File: src/rtl/apb_slave_regbank_if.sv
// APB completer-side bus bundle: one-hot bank select, access strobe, address/data and response.
// The master modport drives requests; the slave modport drives the response.
interface apb_slave_regbank_if #(
    parameter int unsigned DATA_WIDTH = 32,
    parameter int unsigned ADDR_WIDTH = 32,
    parameter int unsigned NUM_SLAVES = 3
);
    logic [NUM_SLAVES-1:0]   Pselx;
    logic                    Penable;
    logic                    Pwrite;
    logic [ADDR_WIDTH-1:0]   Paddr;
    logic [DATA_WIDTH-1:0]   Pwdata;
    logic [DATA_WIDTH/8-1:0] Pstrb;
    logic [DATA_WIDTH-1:0]   Prdata;
    logic                    Pready;
    logic                    Pslverr;

    modport master (
        output Pselx, Penable, Pwrite, Paddr, Pwdata, Pstrb,
        input  Prdata, Pready, Pslverr
    );

    modport slave (
        input  Pselx, Penable, Pwrite, Paddr, Pwdata, Pstrb,
        output Prdata, Pready, Pslverr
    );
endinterface

File: src/rtl/apb_slave_regbank.sv
// APB completer array: NUM_SLAVES independent register banks behind a one-hot select, with
// byte-strobed writes, programmable wait states and an error response for bad accesses.
module apb_slave_regbank #(
    parameter int unsigned DATA_WIDTH     = 32,
    parameter int unsigned ADDR_WIDTH     = 32,
    parameter int unsigned NUM_SLAVES     = 3,
    parameter int unsigned REGS_PER_SLAVE = 16,
    parameter int unsigned WAIT_STATES    = 0
) (
    input logic                Pclk,
    input logic                Preset,
    apb_slave_regbank_if.slave apb
);

    localparam int unsigned StrbW = DATA_WIDTH / 8;
    localparam int unsigned IdxW  = $clog2(REGS_PER_SLAVE);
    localparam int unsigned SelW  = (NUM_SLAVES > 1) ? $clog2(NUM_SLAVES) : 1;
    localparam int unsigned WordW = ADDR_WIDTH - 2;

    typedef enum logic {
        StIdle,
        StAccess
    } state_e;

    state_e                state_q, state_d;
    logic [3:0]            wait_cnt_q, wait_cnt_d;
    logic [DATA_WIDTH-1:0] bank_q [NUM_SLAVES][REGS_PER_SLAVE];
    logic [DATA_WIDTH-1:0] bank_d [NUM_SLAVES][REGS_PER_SLAVE];

    logic                  sel;
    logic                  multi;
    logic                  out_of_range;
    logic                  err;
    logic                  ready;
    logic [SelW-1:0]       sel_idx;
    logic [WordW-1:0]      word_full;
    logic [IdxW-1:0]       word_idx;
    logic [DATA_WIDTH-1:0] rdata;

    assign sel          = |apb.Pselx;
    assign multi        = (apb.Pselx & (apb.Pselx - NUM_SLAVES'(1))) != '0;
    assign word_full    = apb.Paddr[ADDR_WIDTH-1:2];
    assign word_idx     = word_full[IdxW-1:0];
    assign out_of_range = (word_full >> IdxW) != '0;
    assign err          = multi | (apb.Paddr[1:0] != 2'b00) | out_of_range;

    // Lowest set select bit; only meaningful when the select is one-hot (otherwise err is set).
    always_comb begin
        sel_idx = '0;
        for (int i = NUM_SLAVES - 1; i >= 0; i--) begin
            if (apb.Pselx[i]) begin
                sel_idx = SelW'(i);
            end
        end
    end

    always_comb begin
        state_d    = state_q;
        wait_cnt_d = wait_cnt_q;
        ready      = 1'b0;
        unique case (state_q)
            StIdle: begin
                // Penable without a preceding setup phase is ignored.
                if (sel && !apb.Penable) begin
                    state_d    = StAccess;
                    wait_cnt_d = 4'(WAIT_STATES);
                end
            end
            StAccess: begin
                if (!sel) begin
                    state_d = StIdle;
                end else if (!apb.Penable) begin
                    wait_cnt_d = 4'(WAIT_STATES);
                end else if (wait_cnt_q != 4'd0) begin
                    wait_cnt_d = wait_cnt_q - 4'd1;
                end else begin
                    // A reset on this edge kills the transfer, so no completion is signalled.
                    ready   = !Preset;
                    state_d = StIdle;
                end
            end
            default: state_d = StIdle;
        endcase
    end

    always_comb begin
        bank_d = bank_q;
        rdata  = '0;
        if (ready && !err) begin
            if (apb.Pwrite) begin
                for (int b = 0; b < StrbW; b++) begin
                    if (apb.Pstrb[b]) begin
                        bank_d[sel_idx][word_idx][b*8 +: 8] = apb.Pwdata[b*8 +: 8];
                    end
                end
            end else begin
                rdata = bank_q[sel_idx][word_idx];
            end
        end
    end

    assign apb.Pready  = ready;
    assign apb.Pslverr = ready & err;
    assign apb.Prdata  = rdata;

    always_ff @(posedge Pclk) begin
        if (Preset) begin
            state_q    <= StIdle;
            wait_cnt_q <= '0;
            for (int s = 0; s < NUM_SLAVES; s++) begin
                for (int r = 0; r < REGS_PER_SLAVE; r++) begin
                    bank_q[s][r] <= '0;
                end
            end
        end else begin
            state_q    <= state_d;
            wait_cnt_q <= wait_cnt_d;
            bank_q     <= bank_d;
        end
    end

endmodule

File: src/flat_wrapper.sv
// flat-port wrapper written by rule: the top's interface ports become plain ports
module apb_slave_regbank_flat 
#(
    parameter int unsigned DATA_WIDTH     = 32,
    parameter int unsigned ADDR_WIDTH     = 32,
    parameter int unsigned NUM_SLAVES     = 3,
    parameter int unsigned REGS_PER_SLAVE = 16,
    parameter int unsigned WAIT_STATES    = 0
)
  (Pclk, Preset, apb_Pselx, apb_Penable, apb_Pwrite, apb_Paddr, apb_Pwdata, apb_Pstrb, apb_Prdata, apb_Pready, apb_Pslverr);
  apb_slave_regbank_if #(.DATA_WIDTH(DATA_WIDTH), .ADDR_WIDTH(ADDR_WIDTH), .NUM_SLAVES(NUM_SLAVES)) apb_i ();
  input logic Pclk;
  input logic Preset;
  input wire logic [$bits(apb_i.Pselx)-1:0] apb_Pselx;
  input wire logic [$bits(apb_i.Penable)-1:0] apb_Penable;
  input wire logic [$bits(apb_i.Pwrite)-1:0] apb_Pwrite;
  input wire logic [$bits(apb_i.Paddr)-1:0] apb_Paddr;
  input wire logic [$bits(apb_i.Pwdata)-1:0] apb_Pwdata;
  input wire logic [$bits(apb_i.Pstrb)-1:0] apb_Pstrb;
  output wire logic [$bits(apb_i.Prdata)-1:0] apb_Prdata;
  output wire logic [$bits(apb_i.Pready)-1:0] apb_Pready;
  output wire logic [$bits(apb_i.Pslverr)-1:0] apb_Pslverr;
  assign apb_i.Pselx = apb_Pselx;
  assign apb_i.Penable = apb_Penable;
  assign apb_i.Pwrite = apb_Pwrite;
  assign apb_i.Paddr = apb_Paddr;
  assign apb_i.Pwdata = apb_Pwdata;
  assign apb_i.Pstrb = apb_Pstrb;
  assign apb_Prdata = apb_i.Prdata;
  assign apb_Pready = apb_i.Pready;
  assign apb_Pslverr = apb_i.Pslverr;
  apb_slave_regbank #(.DATA_WIDTH(DATA_WIDTH), .ADDR_WIDTH(ADDR_WIDTH), .NUM_SLAVES(NUM_SLAVES), .REGS_PER_SLAVE(REGS_PER_SLAVE), .WAIT_STATES(WAIT_STATES)) u_core (.Pclk(Pclk), .Preset(Preset), .apb(apb_i));
endmodule
File: config.mk
export PLATFORM = sky130hd
export DESIGN_NAME = apb_slave_regbank_flat
export DESIGN_NICKNAME = d
export VERILOG_FILES = /design/src/rtl/apb_slave_regbank_if.sv /design/src/rtl/apb_slave_regbank.sv /design/src/flat_wrapper.sv
export SDC_FILE = /design/constraint.sdc
export NUM_CORES = 2
export LEC_CHECK = 0
export CORE_MARGIN = 2
export CORE_UTILIZATION = 45
export DETAILED_ROUTE_END_ITERATION = 8
export PLACE_DENSITY = 0.59
export SLEW_MARGIN = 25
export SYNTH_ARGS = -nofsm -noshare
export SYNTH_HDL_FRONTEND = slang
export SYNTH_SLANG_ARGS = --single-unit
export TNS_END_PERCENT = 1
File: constraint.sdc
create_clock -name Pclk -period 5.7 [get_ports Pclk]
set_input_delay 0.855 -clock Pclk [delete_from_list [all_inputs] [get_ports Pclk]]
set_output_delay 0.855 -clock Pclk [all_outputs]
set_load 0.05 [all_outputs]
After elaboration in Yosys (flattened, before gate mapping)
Index checks and enable logic that the tools add are counted.
{ "word_totals": {"regBits": 1541, "in_bits": 75, "out_inout_bits": 34, "word_cells": 135} }
{ "op_classes": {"n_addsub": 2, "order_cmp": 4, "eq_ne": 3, "muxes": 55, "n_bitwise": 7, "reduce_logical": 14} }
{ "op_table": {"columns": ["cell", "count"], "rows": [
  ["1536-bit two-way mux", 10],
  ["1536-bit bitwise mux", 4],
  ["512-bit demux with 2-bit select", 4],
  ["512-bit two-way mux", 6],
  ["512-bit binary-select mux with 2-bit select", 1],
  ["32-bit demux with 4-bit select", 4],
  ["32-bit two-way mux", 5],
  ["32-bit binary-select mux with 4-bit select", 1],
  ["30-bit nonzero test", 1],
  ["24-bit two-way mux", 1],
  ["16-bit two-way mux", 1],
  ["4-bit two-way mux", 4],
  ["1-bit two-way mux", 8],
  ["8-bit two-way mux", 1],
  ["4-bit case mux with 2 select lines", 1],
  ["2-bit two-way mux", 3],
  ["5-bit greater-or-equal comparator (second input constant)", 1],
  ["5-bit by 1-bit < comparator with 1-bit output (second input constant)", 1],
  ["4-bit inverter with 5-bit output", 1],
  ["1-bit logical AND", 4],
  ["4-bit nonzero test", 1],
  ["4-bit by 1-bit subtractor with 4-bit output (second input constant)", 1],
  ["3-bit bitwise AND", 1],
  ["3-bit greater-or-equal comparator (second input constant)", 1],
  ["other kinds (16)", 19]
]} }

Logic depth before layout (Yosys ltp)
{ "depth": {"ltp_word": 22, "mapped_depth": 11, "ltp_nobuf": 7} }

Worst setup path after synthesis
OpenSTA, ideal clock, no wires.
{ "synth_path": {"kind": "input port to output port", "from": "input Preset", "to": "output apb_Prdata[30]", "arrival_time_ns": 3.937, "setup_slack_ns": 0.908, "cell_stages": 7, "path_buffers": 2, "path_cell_list": "buf_2 -> or4b_1 -> or2_2 -> nor4_2 -> buf_2 -> o31ai_1 -> nor4_1"} }
{ "synth_between": {"elab_chain_len": 7} }
{ "synth_rtl": {"columns": ["item", "line", "rtl"], "rows": [
  ["start, declared", "flat_wrapper.sv:13", "input logic Preset;"],
  ["1-bit logical NOT", "apb_slave_regbank.sv:78", "ready = !Preset;"],
  ["1-bit two-way mux", "apb_slave_regbank.sv:74", "end else if (wait_cnt_q != 4'd0) begin"],
  ["1-bit two-way mux", "apb_slave_regbank.sv:72", "end else if (!apb.Penable) begin"],
  ["1-bit two-way mux", "apb_slave_regbank.sv:70", "if (!sel) begin"],
  ["1-bit two-way mux", "apb_slave_regbank.sv:61", "unique case (state_q)"],
  ["1-bit logical AND", "apb_slave_regbank.sv:89", "if (ready && !err) begin"],
  ["32-bit two-way mux", "apb_slave_regbank.sv:89", null],
  ["end, declared", "flat_wrapper.sv:20", "output wire logic [$bits(apb_i.Prdata)-1:0] apb_Prdata;"]
]} }
No other way between the ends.

Final worst setup path
{ "layout_path": {"from": "input apb_Paddr[3]", "to": "output apb_Prdata[25]"} }
{ "layout_between": {"elab_chain_len": 6} }
{ "layout_rtl": {"columns": ["item", "line", "rtl"], "rows": [
  ["start, declared", "flat_wrapper.sv:17", "input wire logic [$bits(apb_i.Paddr)-1:0] apb_Paddr;"],
  ["4-bit inverter with 5-bit output (implied by the code)", "apb_slave_regbank.sv:97", "rdata = bank_q[sel_idx][word_idx];"],
  ["32-bit binary-select mux with 4-bit select", "apb_slave_regbank.sv:97", null],
  ["32-bit two-way mux (implied by the code) (2 in series)", "apb_slave_regbank.sv:97", null],
  ["32-bit two-way mux", "apb_slave_regbank.sv:90", "if (apb.Pwrite) begin"],
  ["32-bit two-way mux", "apb_slave_regbank.sv:89", null]
]} }
No other way between the ends. The select of a mux whose other input is x is not followed.

==> impl_metrics.tcl <==
set metrics [dict create \
    status "finished clean" \
    seqPwrFrac_pct 45.5 \
    cts_resized 0 \
    place_hpwl_um 161000 \
    multi_input_area_um2 39900 \
    die_y_um 408 \
    numPortBuffers 108 \
    dp_worst_setup_slack_ns 0.338 \
    max_freq_mhz 183 \
    rsz0062_at_grt "no" \
    clkPwrFrac_pct 47.5 \
    cts_tree "done" \
    fin_ws_ns 0.236 \
    holdPathEnd "u_core.bank_q[854]" \
    critPathMaxStageDelay_ns 0.88 \
    synth_seq_area_share_pct 41.9 \
    finalMaxSlewViolations 0 \
    hold_depth 2 \
    swShare_pct 24.6 \
    core_area_um2 163000 \
    worst_ep_arrival_time_ns 4.61 \
    drv_cap 0 \
    syn_inst 7805 \
    postSynth.asyncResetShare_pct 0 \
    rr_startpoint "u_core.wait_cnt_q[0]" \
    viasPerCell 6.05 \
    yosysTopAreaCell "dfxtp_1" \
    fill_cells 15040 \
    yosys_warnings 0 \
    min_from "u_core.bank_q[854]" \
    die-width_um 408 \
    ys_top_cells_by_area "dfxtp_1 (42%), mux2i_1 (17%), nand2b_1 (10%)" \
    insertion_delay_ns 0.81 \
    initial_core_util_pct 45.3 \
    finalNonFillerCells 9929 \
    syn_to_final_growth_pct 12.6 \
    grt_max_degree 233 \
    syn_avg_cell_area_um2 9.43 \
    r2r-end "u_core.bank_q[1215]" \
    htree_levels 4 \
    regArea_um2 30800 \
    r2r_slack_ns 1.81 \
    antenna_found_initial 6 \
    synth_area_um2 73600 \
    r2r_cells 8 \
    crit_type "input port to output pin" \
    finalSetupViolCount 0 \
    grt.overflow.total 0 \
    postRouteAntennaNets 0 \
    dpl.cell_count 9613 \
    grt_pass1_vias 58182 \
    min_path_type "flop to flop" \
    ios 109 \
    via_count 60117 \
    path_max_fanout 47 \
    p_leak_uw 0.0352 \
    synth.most_common_cell "dfxtp_1" \
    postLayoutCellArea_um2 82900 \
    pwr-share-comb_pct 6.9 \
    power_switching_uw 5830 \
    synth-seq-cells 1541 \
    wl_per_cell_um 25.8 \
    required_ns 4.85 \
    drcViolationCount 0 \
    clk_pin_slew_ns 0.05 \
    grt_pass1_wl_um 383000 \
    nNetsFinal 7689 \
    synthTopCellsByCount "dfxtp_1 (1541), mux2i_1 (1217), nand2b_1 (1190)" \
    endpoint_kind "output pin" \
    path_cells "buf_4, or2_4, buf_4, a211oi_1, o41ai_1, nand4_1, nor3_1, buf_4, buf_12" \
    drt_first_pass_iters 6 \
    fin_skew_ns 0.0226 \
    peakVddDrop_mv 0.261 \
    cp-start-kind "input port" \
    final.setup.tns_ns 0 \
    placedInstanceArea_um2 77100 \
    place.gp.congestion 0.876 \
    dieArea_um2 167000 \
    root_buffer "clkbuf_16" \
    synth.top_cell.area_share_pct 41.9 \
    synth.distinct_cells 54 \
    syn-num-nets 7881 \
    rows 148 \
    grt_usage_pct 29.7 \
    drt_iter0_drc 6167 \
    post_cts_buffers 0 \
    cp_common_cell "buf_4" \
    drive_gt1_share_pct 11.2 \
    synth-edff-count 0 \
    wirelength_um 256000 \
    max_slew_margin_pct 24.2 \
    post-route-period-util_pct 95.9 \
    cellPowerDensity_nw_per_um2 286 \
    fin_crit_ns 5.46 \
    numCtsBuffers 171 \
    tightest_slew_ns 1.13 \
    intPower_uw 17800 \
    cts_hold_buffers 0 \
    ctsLongestPathBuffers 3 \
    hold_viol 0 \
    clock_sinks 1541 \
    slowest_stage "or2_4" \
    synth_flop_cell "dfxtp_1" \
]
-- layout by cell type (no fill, tap or decap), drive strengths merged, types with 2 or more instances in the layout --
master	synthesis	final
a211oi	257	257
a21oi	387	387
a221oi	7	7
a31oi	115	115
a32oi	63	63
and2	5	5
and3	7	7
and3b	257	257
buf	168	296
bufinv	0	4
clkbuf	562	268
clkdlybuf4s50	0	69
clkinv	0	29
dfxtp	1541	1541
diode	0	6
inv	4	10
mux2	3	3
mux2i	1217	1217
mux4	64	64
nand2	811	811
nand2b	1190	1190
nand3	602	602
nand4	84	84
nand4bb	2	2
nor2	75	75
nor2b	4	4
nor3	76	76
nor4	9	9
o21ai	28	28
o221ai	26	26
o22ai	133	133
o311ai	26	26
o41ai	64	64
or2	3	3
or3b	2	2
or4b	2	2
-- cell type report --
cell class              instances  share of cell area, %
inverters                       4                 0.0181
clock inverters                40                  0.433
multi-input cells            5530                   48.1
flip-flops and latches       1541                   37.2
well taps                    2175                   3.28
clock buffers                 268                   6.43
diodes                          6                 0.0181
repair buffers                365                   4.49
-- worst max-delay path by stage --
stage,endpoint,from
final,apb_Prdata[25],apb_Paddr[3]
after global routing,apb_Prdata[30],apb_Paddr[3]
after CTS,apb_Prdata[30],apb_Paddr[3]
after detailed placement,apb_Prdata[30],apb_Paddr[3]
after global placement,apb_Prdata[30],apb_Paddr[3]
after floorplan,apb_Prdata[30],Preset
-- power groups by stage --
| stage | Sequential [uW] | Combinational [uW] | Clock (uW) |
|---|---|---|---|
| 2_1_floorplan | 11000 | 919 | 0 |
| 3_3_place_gp | 11000 | 1600 | 0 |
| 3_5_place_dp | 11000 | 1590 | 0 |
| 4_1_cts | 10800 | 1600 | 11400 |
| 5_1_grt | 10800 | 1690 | 11800 |
| 6_report | 10800 | 1640 | 11300 |
-- flip-flops by register name (all words and copies together), names as in the netlist --
| register | count |
|---|---|
| u_core.state_q | 1 |
| u_core.bank_q | 1536 |
| u_core.wait_cnt_q | 4 |
-- metrics by stage --
| stage | utilization [%] | total power (uW) | hold WS (ns) |
|---|---|---|---|
| final | 51.0 | 23700 | 0.446 |
| after floorplan | - | 11900 | 0.428 |
| after global routing | 51.0 | 24300 | 0.457 |
| after global placement | 47.4 | 12600 | 0.433 |
| after CTS | 50.9 | 23700 | 0.444 |
| after detailed placement | 47.4 | 12600 | 0.439 |
-- per-layer routing --
layer / wire [um] / up-vias / share of wire, % / global-route usage [%]
met5: 14 / - / 0.0055 / 0
met2: 115000 / 2438 / 45 / 46.1
met4: 9210 / 2 / 3.6 / 10.6
met1: 113000 / 29923 / 44 / 41.7
met3: 18800 / 457 / 7.3 / 4.61
li1: - / 27297 / - / -
-- worst max-delay path, delay by kind of cell --
family | cells | cell delay, ns
AOI/OAI and AO/OA | 2 | 0.54
buffers and inverters | 4 | 1.18
and+or+nand+nor | 3 | 1.96
-- cell families after synthesis --
group,synth area share [%]
AND/OR/NAND/NOR,25.4
flip-flops,41.9
multiplexers,18.6
AO/OA/AOI/OAI,9.82
buffers and inverters,4.27
XOR/XNOR,0.0119
adder cells (fa/ha/maj),0.0170
Power figures use the tool's default switching activity.
